**src/rtl/exec_datapath.sv**
```systemverilog
// exec_datapath: combinational 8-bit ALU with flag outputs, an 8-bit
// accumulator-style counter register and a single stored bit that can feed
// back into the ALU as shift/carry-in.
// Optional build macro EXEC_CYCLE_COUNT_EN adds a Halt input and a 16-bit
// free-running CycleCount output.
module exec_datapath (
    input  logic       Clk,
    input  logic       Reset,
    input  logic [7:0] InputA,
    input  logic [7:0] InputB,
    input  logic [3:0] OP,
    input  logic [2:0] Imm,
    input  logic       UseBit,
    input  logic       CtrWriteEn,
    input  logic [1:0] CtrMode,
    input  logic       BitWriteEn,
    input  logic [1:0] BitSel,
`ifdef EXEC_CYCLE_COUNT_EN
    input  logic        Halt,
    output logic [15:0] CycleCount,
`endif
    output logic [7:0] Out,
    output logic       Zero,
    output logic       Parity,
    output logic       OutBit,
    output logic [7:0] CtrOut,
    output logic       BitOut
);

    localparam logic [3:0] OP_ADD   = 4'd0;
    localparam logic [3:0] OP_SUB   = 4'd1;
    localparam logic [3:0] OP_AND   = 4'd2;
    localparam logic [3:0] OP_OR    = 4'd3;
    localparam logic [3:0] OP_XOR   = 4'd4;
    localparam logic [3:0] OP_NOT   = 4'd5;
    localparam logic [3:0] OP_SHL   = 4'd6;
    localparam logic [3:0] OP_SHR   = 4'd7;
    localparam logic [3:0] OP_GETB  = 4'd8;
    localparam logic [3:0] OP_SETB  = 4'd9;
    localparam logic [3:0] OP_CLRB  = 4'd10;
    localparam logic [3:0] OP_PASSA = 4'd11;
    localparam logic [3:0] OP_PASSB = 4'd12;
    localparam logic [3:0] OP_INC   = 4'd13;
    localparam logic [3:0] OP_DEC   = 4'd14;

    logic [7:0] r_ctr;
    logic       r_bit;

    logic       w_sc;
    logic [8:0] w_sum;
    logic [8:0] w_diff;
    logic [8:0] w_inc;
    logic [7:0] w_mask;
    logic [7:0] w_out;
    logic       w_outbit;
    logic       w_bit_next;

    // Carry/shift-in comes from the stored bit only when requested.
    assign w_sc   = UseBit & r_bit;

    // 9-bit arithmetic so bit 8 carries the carry/borrow out of the byte.
    assign w_sum  = {1'b0, InputA} + {1'b0, InputB} + {8'd0, w_sc};
    assign w_diff = {1'b0, InputA} - {1'b0, InputB} - {8'd0, w_sc};
    assign w_inc  = {1'b0, InputA} + 9'd1;
    assign w_mask = 8'd1 << Imm;

    // ALU result and side bit; every opcode not listed yields zero.
    always_comb begin
        w_out    = 8'h00;
        w_outbit = 1'b0;
        case (OP)
            OP_ADD: begin
                w_out    = w_sum[7:0];
                w_outbit = w_sum[8];
            end
            OP_SUB: begin
                w_out    = w_diff[7:0];
                w_outbit = w_diff[8];
            end
            OP_AND:   w_out = InputA & InputB;
            OP_OR:    w_out = InputA | InputB;
            OP_XOR:   w_out = InputA ^ InputB;
            OP_NOT:   w_out = ~InputA;
            OP_SHL: begin
                w_out    = {InputA[6:0], w_sc};
                w_outbit = InputA[7];
            end
            OP_SHR: begin
                w_out    = {w_sc, InputA[7:1]};
                w_outbit = InputA[0];
            end
            OP_GETB: begin
                w_out    = InputA;
                w_outbit = InputA[Imm];
            end
            OP_SETB:  w_out = InputA | w_mask;
            OP_CLRB:  w_out = InputA & ~w_mask;
            OP_PASSA: w_out = InputA;
            OP_PASSB: w_out = InputB;
            OP_INC: begin
                w_out    = w_inc[7:0];
                w_outbit = w_inc[8];
            end
            OP_DEC: begin
                w_out    = InputA - 8'd1;
                w_outbit = (InputA == 8'h00);
            end
            default: begin
                w_out    = 8'h00;
                w_outbit = 1'b0;
            end
        endcase
    end

    assign Out    = w_out;
    assign OutBit = w_outbit;
    assign Zero   = (w_out == 8'h00);
    assign Parity = ^w_out;

    // Bit-store source select; unused encodings store zero.
    always_comb begin
        w_bit_next = 1'b0;
        case (BitSel)
            2'b01:   w_bit_next = Parity;
            2'b10:   w_bit_next = w_outbit;
            default: w_bit_next = 1'b0;
        endcase
    end

    // Counter register: load, increment, decrement or accumulate ALU result.
    always_ff @(posedge Clk or posedge Reset) begin
        if (Reset) begin
            r_ctr <= 8'h00;
        end else if (CtrWriteEn) begin
            case (CtrMode)
                2'b00:   r_ctr <= w_out;
                2'b01:   r_ctr <= r_ctr + 8'd1;
                2'b10:   r_ctr <= r_ctr - 8'd1;
                default: r_ctr <= r_ctr + w_out;
            endcase
        end
    end

    // Stored bit register; sampled alongside the counter from pre-edge values.
    always_ff @(posedge Clk or posedge Reset) begin
        if (Reset) begin
            r_bit <= 1'b0;
        end else if (BitWriteEn) begin
            r_bit <= w_bit_next;
        end
    end

    assign CtrOut = r_ctr;
    assign BitOut = r_bit;

`ifdef EXEC_CYCLE_COUNT_EN
    logic [15:0] r_cycles;

    // Free-running edge counter, frozen while halted, wraps naturally.
    always_ff @(posedge Clk or posedge Reset) begin
        if (Reset) begin
            r_cycles <= 16'h0000;
        end else if (!Halt) begin
            r_cycles <= r_cycles + 16'd1;
        end
    end

    assign CycleCount = r_cycles;
`endif

endmodule

```
**config.mk**
```make
export PLATFORM = sky130hd
export DESIGN_NAME = exec_datapath
export DESIGN_NICKNAME = d
export VERILOG_FILES = /design/src/rtl/exec_datapath.sv
export SDC_FILE = /design/constraint.sdc
export NUM_CORES = 1
export LEC_CHECK = 0
export ABC_CLOCK_PERIOD_IN_PS = 12520
export CAP_MARGIN = 10
export CELL_PAD_IN_SITES_DETAIL_PLACEMENT = 1
export CELL_PAD_IN_SITES_GLOBAL_PLACEMENT = 1
export CORE_MARGIN = 3
export CORE_UTILIZATION = 39
export DETAILED_ROUTE_END_ITERATION = 10
export MAX_ROUTING_LAYER = met4
export PLACE_DENSITY_LB_ADDON = 0.1
export SYNTH_ARGS = -nofsm -noshare
export SYNTH_HDL_FRONTEND = slang
export SYNTH_SLANG_ARGS = --single-unit
```
**constraint.sdc**
```tcl
create_clock -name Clk -period 12.52 [get_ports Clk]
set_clock_uncertainty 0.05 [all_clocks]
set_input_delay 1.878 -clock Clk [delete_from_list [all_inputs] [get_ports Clk]]
set_output_delay 1.878 -clock Clk [all_outputs]
set_load 0.01 [all_outputs]
```
==> results.yml, run 1 <==
grt:
  grt_max_degree: 37
  use_met1_pct: 37.8
  overflow: 0
  grt_pass1_vias: 3602
  grt_util_met2_pct: 39.2
  grtUsageMet3_pct: 4.86
  busiest_layer: "met2"
  grt_pass1_wl_mm: 19.8
  antenna_found_initial: 0
  grt_use_total_pct: 26.1
placement:
  port_buffers: 51
  gp_congestion: 0.923
  dpl.hpwl_mm: 9.84
  dp.cells: 564
synth:
  synth_cell_type_count: 76
  syn-mean-instance-area_um2: 7.60
  synth_ff_type: "dfrtp_1"
  synth_edf_count: 0
  ys_async_sr_fraction_pct: 100
  synthTopCellsByArea: "ha_1 (15%), dfrtp_1 (6.8%), xnor2_1 (5.8%)"
  netlist_area_um2: 3310
  ys.warnings.count: 0
  synth_top_area_cell: "ha_1"
  seq_area_frac_synth_pct: 6.80
  synth_seq_cells: 9
  synthCells: 436
  syn_nets: 513
  synth_top_area_share_pct: 15.1
floorplanning:
  core_um2: 7970
  rows: 32
  dieArea_um2: 9630
  chipHeight_um: 98.2
  die_w_um: 98.2
  start_util_pct: 41.6
  io_pins: 52
setup_path:
  crit_path_start_kind: "primary input"
  r2r_start: "BitOut"
  r2r_end: "CtrOut[7]"
  reg2regPathDepth: 23
  crit_arrival_ns: 6.45
  path_class: "in2out"
  r2r_slack_ns: 7.07
  critPathMaxFanout: 17
  crit_end: "Parity"
  crit_start: "InputA[3]"
  cp-end-kind: "output port"
  crit_required_ns: 10.59
cts:
  clk_path_buf_depth: 2
  cts_buffers: 3
  cts_resized: 0
  clock_sinks: 9
  cts_root_buf: "clkbuf_8"
  postCtsHoldBufs: 0
  post_cts_buffers: 0
  clock_latency_ns: 0.24
  htreeDepth: 1
  cts_tree: "done"
  path_clk_slew_ns: 0.05
timing:
  setup_viol: 0
  rsz0062_at_grt: "false"
  hold_slack_ns: 0.497
  fin_crit_sh_pct: 66.9
  max_slew_margin_pct: 18.6
  finalHoldViolations: 0
  tns_ns: 0
  period_needed_ns: 8.38
  maxClockFrequency_mhz: 119
  finalMaxSlewViolations: 0
  worstMarginPinSlew_ns: 1.22
layout:
  final_common_cell: "clkdlybuf4s50_1"
  final_cell_mix: "clkdlybuf4s50_1 (51), inv_1 (47), ha_1 (40), nor2_1 (28), a21oi_1 (27)"
  area_delta_synth_final_pct: 17.0
  finalNonFillerCells: 568
  nets: 544
  n_antenna_cell: 0
  drive_above_1_share_pct: 7.73
pwr:
  total_power_w: 0.000418
  ir_drop_v: 0.0000832
  leakagePower_nw: 1.59
  p_per_area_nw_per_um2: 108
detailed_routing:
  initialDrtViolationCount: 255
  via_per_inst: 6.27
  postRouteAntennaNets: 0
  drc_errors: 0
  wire_per_inst_um: 21.8
  vias: 3562
  dr.pass1.iters: 4
  wl_mm: 12.4
worst_hold_path:
  hold_class: "reg2reg"
run:
  maxCapViolCount: 0
outcome:
  status: "completed"
## Yosys cell counts, drive strengths merged, types with 3 or more instances
master	number
a21o	4
nand2b	10
mux2	6
o31ai	3
nand4b	3
xor2	8
nand4	7
o221ai	5
o211ai	4
a32oi	4
a31oi	7
nor4bb	3
or3	4
nor4	10
nand2	25
o311a	3
o22ai	4
a22oi	7
o2111ai	4
a211oi	4
o21ai	23
dfrtp	9
ha	40
fa	5
nor2	28
buf	16
xnor2	22
clkbuf	12
a21oi	27
nand3	10
nor3	9
mux4	6
inv	50
mux2i	6
nor3b	6
a221oi	3
nor2b	6
## registers in the layout, summed over array words and instances, names as in the netlist
signal / cells
CtrOut: 8
BitOut: 1
## worst max-delay path, stage by stage
cell	delay (ns)
clkdlybuf4s50_1	0.89
inv_1	0.19
ha_1	0.40
inv_1	0.08
ha_1	0.32
nor3_1	0.06
a211oi_1	0.44
xnor2_1	0.12
o221ai_1	0.53
inv_1	0.15
ha_1	0.32
xor2_1	0.15
xnor2_1	0.29
clkdlybuf4s50_1	0.60
## worst min-delay path by stage
stage	start	to	slack [ns]	cells past startpoint
after floorplan	CtrOut[3]	CtrOut[3]	0.53	2
after global placement	CtrOut[2]	CtrOut[2]	0.48	1
after detailed placement	CtrOut[2]	CtrOut[2]	0.49	1
after CTS	CtrOut[2]	CtrOut[2]	0.50	1
after global routing	CtrOut[2]	CtrOut[2]	0.53	1
final	CtrOut[2]	CtrOut[2]	0.50	1
## cells by family (layout without fill, tap and decap cells)
logic type | count (synthesis) | after routing | share of synthesized area, %
buf+inv | 78 | 108 | 9.94
xor+xnor | 30 | 30 | 7.93
simple gates | 135 | 135 | 23.3
flops | 9 | 9 | 6.80
fa+ha+maj | 45 | 45 | 18.1
compound gates | 121 | 121 | 25.8
mux | 18 | 18 | 8.05
## layer usage
layer / up-vias / part of all wire [%]
li1: 1673 / -
met1: 1737 / 48
met2: 141 / 44
met3: 11 / 7.2
met4: 0 / 0.61
met5: - / 0
## metrics by stage
| stage | worst slack (ns) | utilization (%) | area [um2] |
|---|---|---|---|
| floorplan | 5.97 | - | 3310 |
| global placement | 4.30 | 48.1 | 3830 |
| detailed placement | 4.25 | 48.1 | 3830 |
| CTS | 4.24 | 48.6 | 3880 |
| global route | 3.96 | 48.6 | 3880 |
| finish | 4.14 | 48.6 | 3880 |
## report_power, final
group / total [W] / internal [W] / switching [W]
Combinational: 0.000324 / 0.000151 / 0.000173
Sequential: 0.0000579 / 0.0000423 / 0.0000155
Clock: 0.0000364 / 0.0000224 / 0.0000140
## area by class of cell
cell class,count,area [um2]
multi-input cells,349,2760
well taps,102,128
fillers,989,4090
inverters,50,188
clock buffers,4,45.0
repair buffers,54,533
flip-flops and latches,9,225
Note: power is estimated with default switching activity, not from simulation.
==> run 2, diff against run 1 <==
ABC_CLOCK_PERIOD_IN_PS = 7000   (was 12520)
CORE_UTILIZATION = 37   (was 39)
clock period = 7 ns   (was 12.52 ns; I/O delays follow)
==> run 2 against run 1 <==
Effect of this change:
- combinational power up 82%
- setup slack lost 3.5 ns
- design area increased by 3.2%
- first-iteration DRC count grew 6.7%
- total power grew 80%
- largest cell class unchanged
==> results.yml, run 2 (same netlist as run 1, synthesis figures left out) <==
outcome:
  status: "completed"
placement:
  gp_congestion: 0.945
  dpl.hpwl_mm: 10.2
  port_buffers: 51
  dpl-instance-area_um2: 3960
timing:
  finalMaxSlewViolations: 0
  rsz0062_at_grt: "false"
  tns_ns: 0
  fin_crit_sh_pct: 91.2
  maxClockFrequency_mhz: 157
  hold_slack_ns: 0.520
  finalHoldViolations: 0
  period_needed_ns: 6.38
  setup_viol: 0
  worstMarginPinSlew_ns: 0.974
  max_slew_margin_pct: 34.4
pwr:
  leakagePower_nw: 1.67
  p_per_area_nw_per_um2: 188
  ir_drop_v: 0.000151
grt:
  grt_pass1_wl_mm: 20.2
  grt_max_degree: 24
  grt_use_total_pct: 25.9
  antenna_found_initial: 0
  grt_pass1_vias: 3775
  overflow: 0
setup_path:
  cp-end-kind: "output port"
  crit_buf_inv: 4
  crit_path_start_kind: "primary input"
  critPathMaxFanout: 6
  reg2regPathDepth: 23
  crit_arrival_ns: 5.28
  crit_required_ns: 5.90
  r2r_end: "CtrOut[7]"
  path_class: "in2out"
  path_cells: "clkdlybuf4s50_1 > inv_1 > fa_1 > ha_1 > o21ai_0 > a211oi_1 > xnor2_1 > o221ai_1 > inv_1 > ha_1 > xor2_1 > xnor2_1 > clkdlybuf4s50_1"
  r2r_slack_ns: 1.79
  cpPeakStageDelay_ns: 0.62
  crit_family: "buffers and inverters"
  r2r_start: "BitOut"
  crit_cells: 13
  cp_slowest_cell: "clkdlybuf4s50_1"
detailed_routing:
  dr.pass1.iters: 5
  drc_errors: 0
  vias: 3653
  postRouteAntennaNets: 0
  initialDrtViolationCount: 272
  wl_mm: 12.6
  wire_per_inst_um: 21.4
  via_per_inst: 6.22
worst_hold_path:
  hold_class: "reg2reg"
  hold_end: "CtrOut[2]"
  hold_path_startpoint: "CtrOut[2]"
  min_path_cells: 1
floorplanning:
  chipHeight_um: 101
  die_w_um: 101
  dieArea_um2: 10100
  core_um2: 8460
  io_pins: 52
  start_util_pct: 39.1
  rows: 33
cts:
  clk_path_buf_depth: 2
  path_clk_slew_ns: 0.05
  htreeDepth: 1
  cts_root_buf: "clkbuf_8"
  clock_latency_ns: 0.24
  cts_tree: "done"
  cts_resized: 0
  postCtsHoldBufs: 0
  post_cts_buffers: 0
  cts_buffers: 3
  clock_sinks: 9
layout:
  area_delta_synth_final_pct: 20.8
  n_antenna_cell: 0
  final_cell_mix: "clkdlybuf4s50_1 (51), inv_1 (47), ha_1 (40), nor2_1 (28), a21oi_1 (27)"
  regArea_um2: 225
  drive_above_1_share_pct: 10.8
  utilization_pct: 47.3
  largest_reg_flops: 8
  fillCellCount: 1041
  nets: 560
  final_common_cell: "clkdlybuf4s50_1"
  final_area_um2: 4000
  multiInputGateArea_um2: 2760
run:
  maxCapViolCount: 0
run 2: layout make-up:
class | instances | share of cell area (%)
Clock buffer | 4 | 1.13
Inverter | 50 | 4.69
Multi-Input combinational cell | 349 | 68.9
Sequential cell | 9 | 5.63
Tap cell | 105 | 3.28
Timing Repair Buffer | 70 | 16.3
run 2: worst max path at each step:
stage,from,to,slack (ns)
after global routing,InputB[0],Parity,0.29
after floorplan,UseBit,CtrOut[7],1.77
after detailed placement,InputB[0],Parity,0.67
after CTS,InputB[0],Parity,0.62
final,InputB[0],Parity,0.62
after global placement,InputB[0],Parity,0.74
run 2: metal layers:
metal / track usage, % / part of all wire (%) / up-vias
met5: - / 0 / -
met3: 3.32 / 6.7 / 23
li1: - / - / 1693
met2: 37.7 / 43 / 145
met4: 6.94 / 2.8 / 0
met1: 37.4 / 48 / 1792
run 2: per-stage QoR:
stage | power [W] | setup WS [ns] | instances
final | 0.000753 | 0.619 | 587
after global routing | 0.000828 | 0.287 | 587
after CTS | 0.000753 | 0.621 | 587
after detailed placement | 0.000680 | 0.670 | 583
after global placement | 0.000670 | 0.741 | 583
after floorplan | 0.000468 | 1.77 | 436
run 2: power breakdown:
part	switching, W	leakage, nW	internal, W	total [W]
logic	0.000311	1.54	0.000278	0.000589
clock network	0.0000231	0.0228	0.0000399	0.0000630
registers	0.0000253	0.106	0.0000759	0.000101
==> run 3, diff against run 2 <==
GPL_TIMING_DRIVEN = 0   (was default)
==> run 3 against run 2 <==
Effect of this change:
- global-route usage is 0.78 points lower
- die area stayed put
- non-clock buffer count is 6 higher
- setup slack worse by 0.26 ns
- combinational power is 2% lower
- design area is 0.41% lower
- largest cell class unchanged
==> results.yml, run 3 (same netlist as run 1, synthesis figures left out) <==
outcome:
  status: "completed"
pwr:
  leakagePower_nw: 1.66
  pwr-share-seq_pct: 13.2
  power.internal_w: 0.000388
  ir_drop_v: 0.000168
  swShare_pct: 47.5
  total_power_w: 0.000740
  p_clk_share_pct: 8.5
  p_per_area_nw_per_um2: 186
  p_switching_w: 0.000351
  p_comb_share_pct: 78.2
grt:
  grt_use_total_pct: 25.1
  grt_pass1_wl_mm: 19.8
  use_met1_pct: 36.4
  grt_pass1_vias: 3652
  grtUsageMet3_pct: 3.18
  grt_util_met2_pct: 37.3
  busiest_layer: "met2"
  antenna_found_initial: 0
  overflow: 0
  grt_max_degree: 11
layout:
  fillCellCount: 1067
  final_cell_mix: "inv_1 (47), clkdlybuf4s50_1 (47), ha_1 (40), nor2_1 (28), a21oi_1 (27)"
  finalNonFillerCells: 593
  drive_above_1_share_pct: 10.5
  largest_reg_flops: 8
  area_delta_synth_final_pct: 20.3
  utilization_pct: 47.1
  nets: 566
  n_antenna_cell: 0
worst_hold_path:
  hold_path_startpoint: "CtrOut[2]"
  hold_end: "CtrOut[2]"
  hold_class: "reg2reg"
  min_path_cells: 1
setup_path:
  r2r_start: "BitOut"
  cp_slowest_cell: "clkdlybuf4s50_1"
  critPathMaxFanout: 10
  crit_buf_inv: 5
  path_cells: "clkdlybuf4s50_1 > clkbuf_1 > inv_1 > ha_1 > buf_2 > nor4b_1 > a211oi_1 > a21o_1 > a21oi_1 > xor2_1 > o221a_2 > ha_1 > xnor2_1 > xnor2_1 > clkdlybuf4s50_1"
  crit_family: "buffers and inverters"
  crit_required_ns: 5.90
  crit_path_start_kind: "primary input"
  cpPeakStageDelay_ns: 0.67
  r2r_end: "CtrOut[7]"
  crit_arrival_ns: 5.55
  path_class: "in2out"
  reg2regPathDepth: 23
  r2r_slack_ns: 1.43
  cp-end-kind: "output port"
detailed_routing:
  wl_mm: 12.3
  vias: 3641
  drc_errors: 0
  wire_per_inst_um: 20.8
  dr.pass1.iters: 5
  initialDrtViolationCount: 175
  postRouteAntennaNets: 0
  via_per_inst: 6.14
timing:
  tns_ns: 0
  finalMaxSlewViolations: 0
  max_slew_margin_pct: 19.6
  finalHoldViolations: 0
  maxClockFrequency_mhz: 150
  rsz0062_at_grt: "false"
  period_needed_ns: 6.65
  setup_viol: 0
  finalWorstSetupSlack_ns: 0.354
  worstMarginPinSlew_ns: 1.20
  fin_crit_sh_pct: 94.9
run:
  maxCapViolCount: 0
cts:
  cts_tree: "done"
  post_cts_buffers: 0
  path_clk_slew_ns: 0.05
  cts_root_buf: "clkbuf_8"
  htreeDepth: 1
  clock_sinks: 9
  clk_path_buf_depth: 2
  cts_buffers: 3
  clock_latency_ns: 0.24
placement:
  dpl.hpwl_mm: 10.1
  dp.cells: 589
  gp_congestion: 0.933
  pre_cts_ws_ns: 0.270
  port_buffers: 48
floorplanning:
  io_pins: 52
  chipHeight_um: 101
  core_um2: 8460
  die_w_um: 101
  rows: 33
  start_util_pct: 39.1
  dieArea_um2: 10100
==> run 3: cell types whose count changed in the layout (fill, tap and decap cells not counted), sizes merged <==
cell / previous run / this run
buf: 19 / 16
clkbuf: 4 / 16
clkdlybuf4s50: 51 / 47
dlymetal6s2s: 0 / 1
==> run 3: what timing repair did <==
item                                    4_1_cts  5_1_grt
gates resized for setup                       0        3
endpoints found under the setup margin        0        1
hold buffers                                  0        0
endpoints found under the hold margin         0        0
==> run 3: worst max path at each step <==
stage	startpoint	slack, ns	cells after the start	to
floorplan	UseBit	1.77	23	CtrOut[7]
global placement	InputA[2]	0.34	14	Parity
detailed placement	InputA[2]	0.27	14	Parity
CTS	InputA[2]	0.24	14	Parity
global route	InputA[2]	0.06	15	Parity
finish	InputA[2]	0.35	15	Parity
==> run 3: power groups by stage <==
| stage | clock network [W] | logic (W) | registers [W] |
|---|---|---|---|
| CTS | 0.0000645 | 0.000576 | 0.0000988 |
| global placement | 0 | 0.000553 | 0.0000980 |
| floorplan | 0 | 0.000362 | 0.000106 |
| global route | 0.0000692 | 0.000645 | 0.000103 |
| detailed placement | 0 | 0.000572 | 0.0000997 |
| finish | 0.0000632 | 0.000578 | 0.0000979 |
==> run 3: area by class of cell <==
| type | count | area [um2] | share of cell area (%) |
|---|---|---|---|
| Multi-Input combinational cell | 349 | 2770 | 69.5 |
| Timing Repair Buffer | 48 | 483 | 12.1 |
| Sequential cell | 9 | 225 | 5.65 |
| Inverter | 50 | 188 | 4.71 |
| Buffer | 28 | 141 | 3.55 |
| Tap cell | 105 | 131 | 3.30 |
| Clock buffer | 4 | 45.0 | 1.13 |
==> run 3: per-layer routing <==
metal / vias up / share of wire, %
li1: 1715 / -
met1: 1786 / 47
met2: 126 / 45
met3: 14 / 6.3
met4: 0 / 1.7
met5: - / 0
==> run 3: worst reg2reg max path, stage by stage (launching register included) <==
cell and delay [ns]:
dfrtp_1 0.39, nand2_1 0.24, inv_1 0.10, fa_1 0.51, inv_1 0.06, ha_1 0.17, o21ai_0 0.28, nand3b_1 0.14
xor2_1 0.20, a2111oi_2 0.45, nand3_2 0.26, inv_1 0.14, ha_1 0.18, nand2_1 0.07, xor2_1 0.14, o21ai_0 0.24
ha_1 0.29, o21ai_0 0.09, nand2b_1 0.12, a21o_1 0.20, a21oi_1 0.46, nand2_1 0.11, mux2_4 0.28, o311a_1 0.29
==> run 3: metrics by stage <==
| stage | cell area [um2] | hold slack, ns |
|---|---|---|
| finish | 3980 | 0.506 |
| detailed placement | 3920 | 0.503 |
| CTS | 3970 | 0.515 |
| global placement | 3920 | 0.491 |
| floorplan | 3310 | 0.526 |
| global route | 3980 | 0.529 |
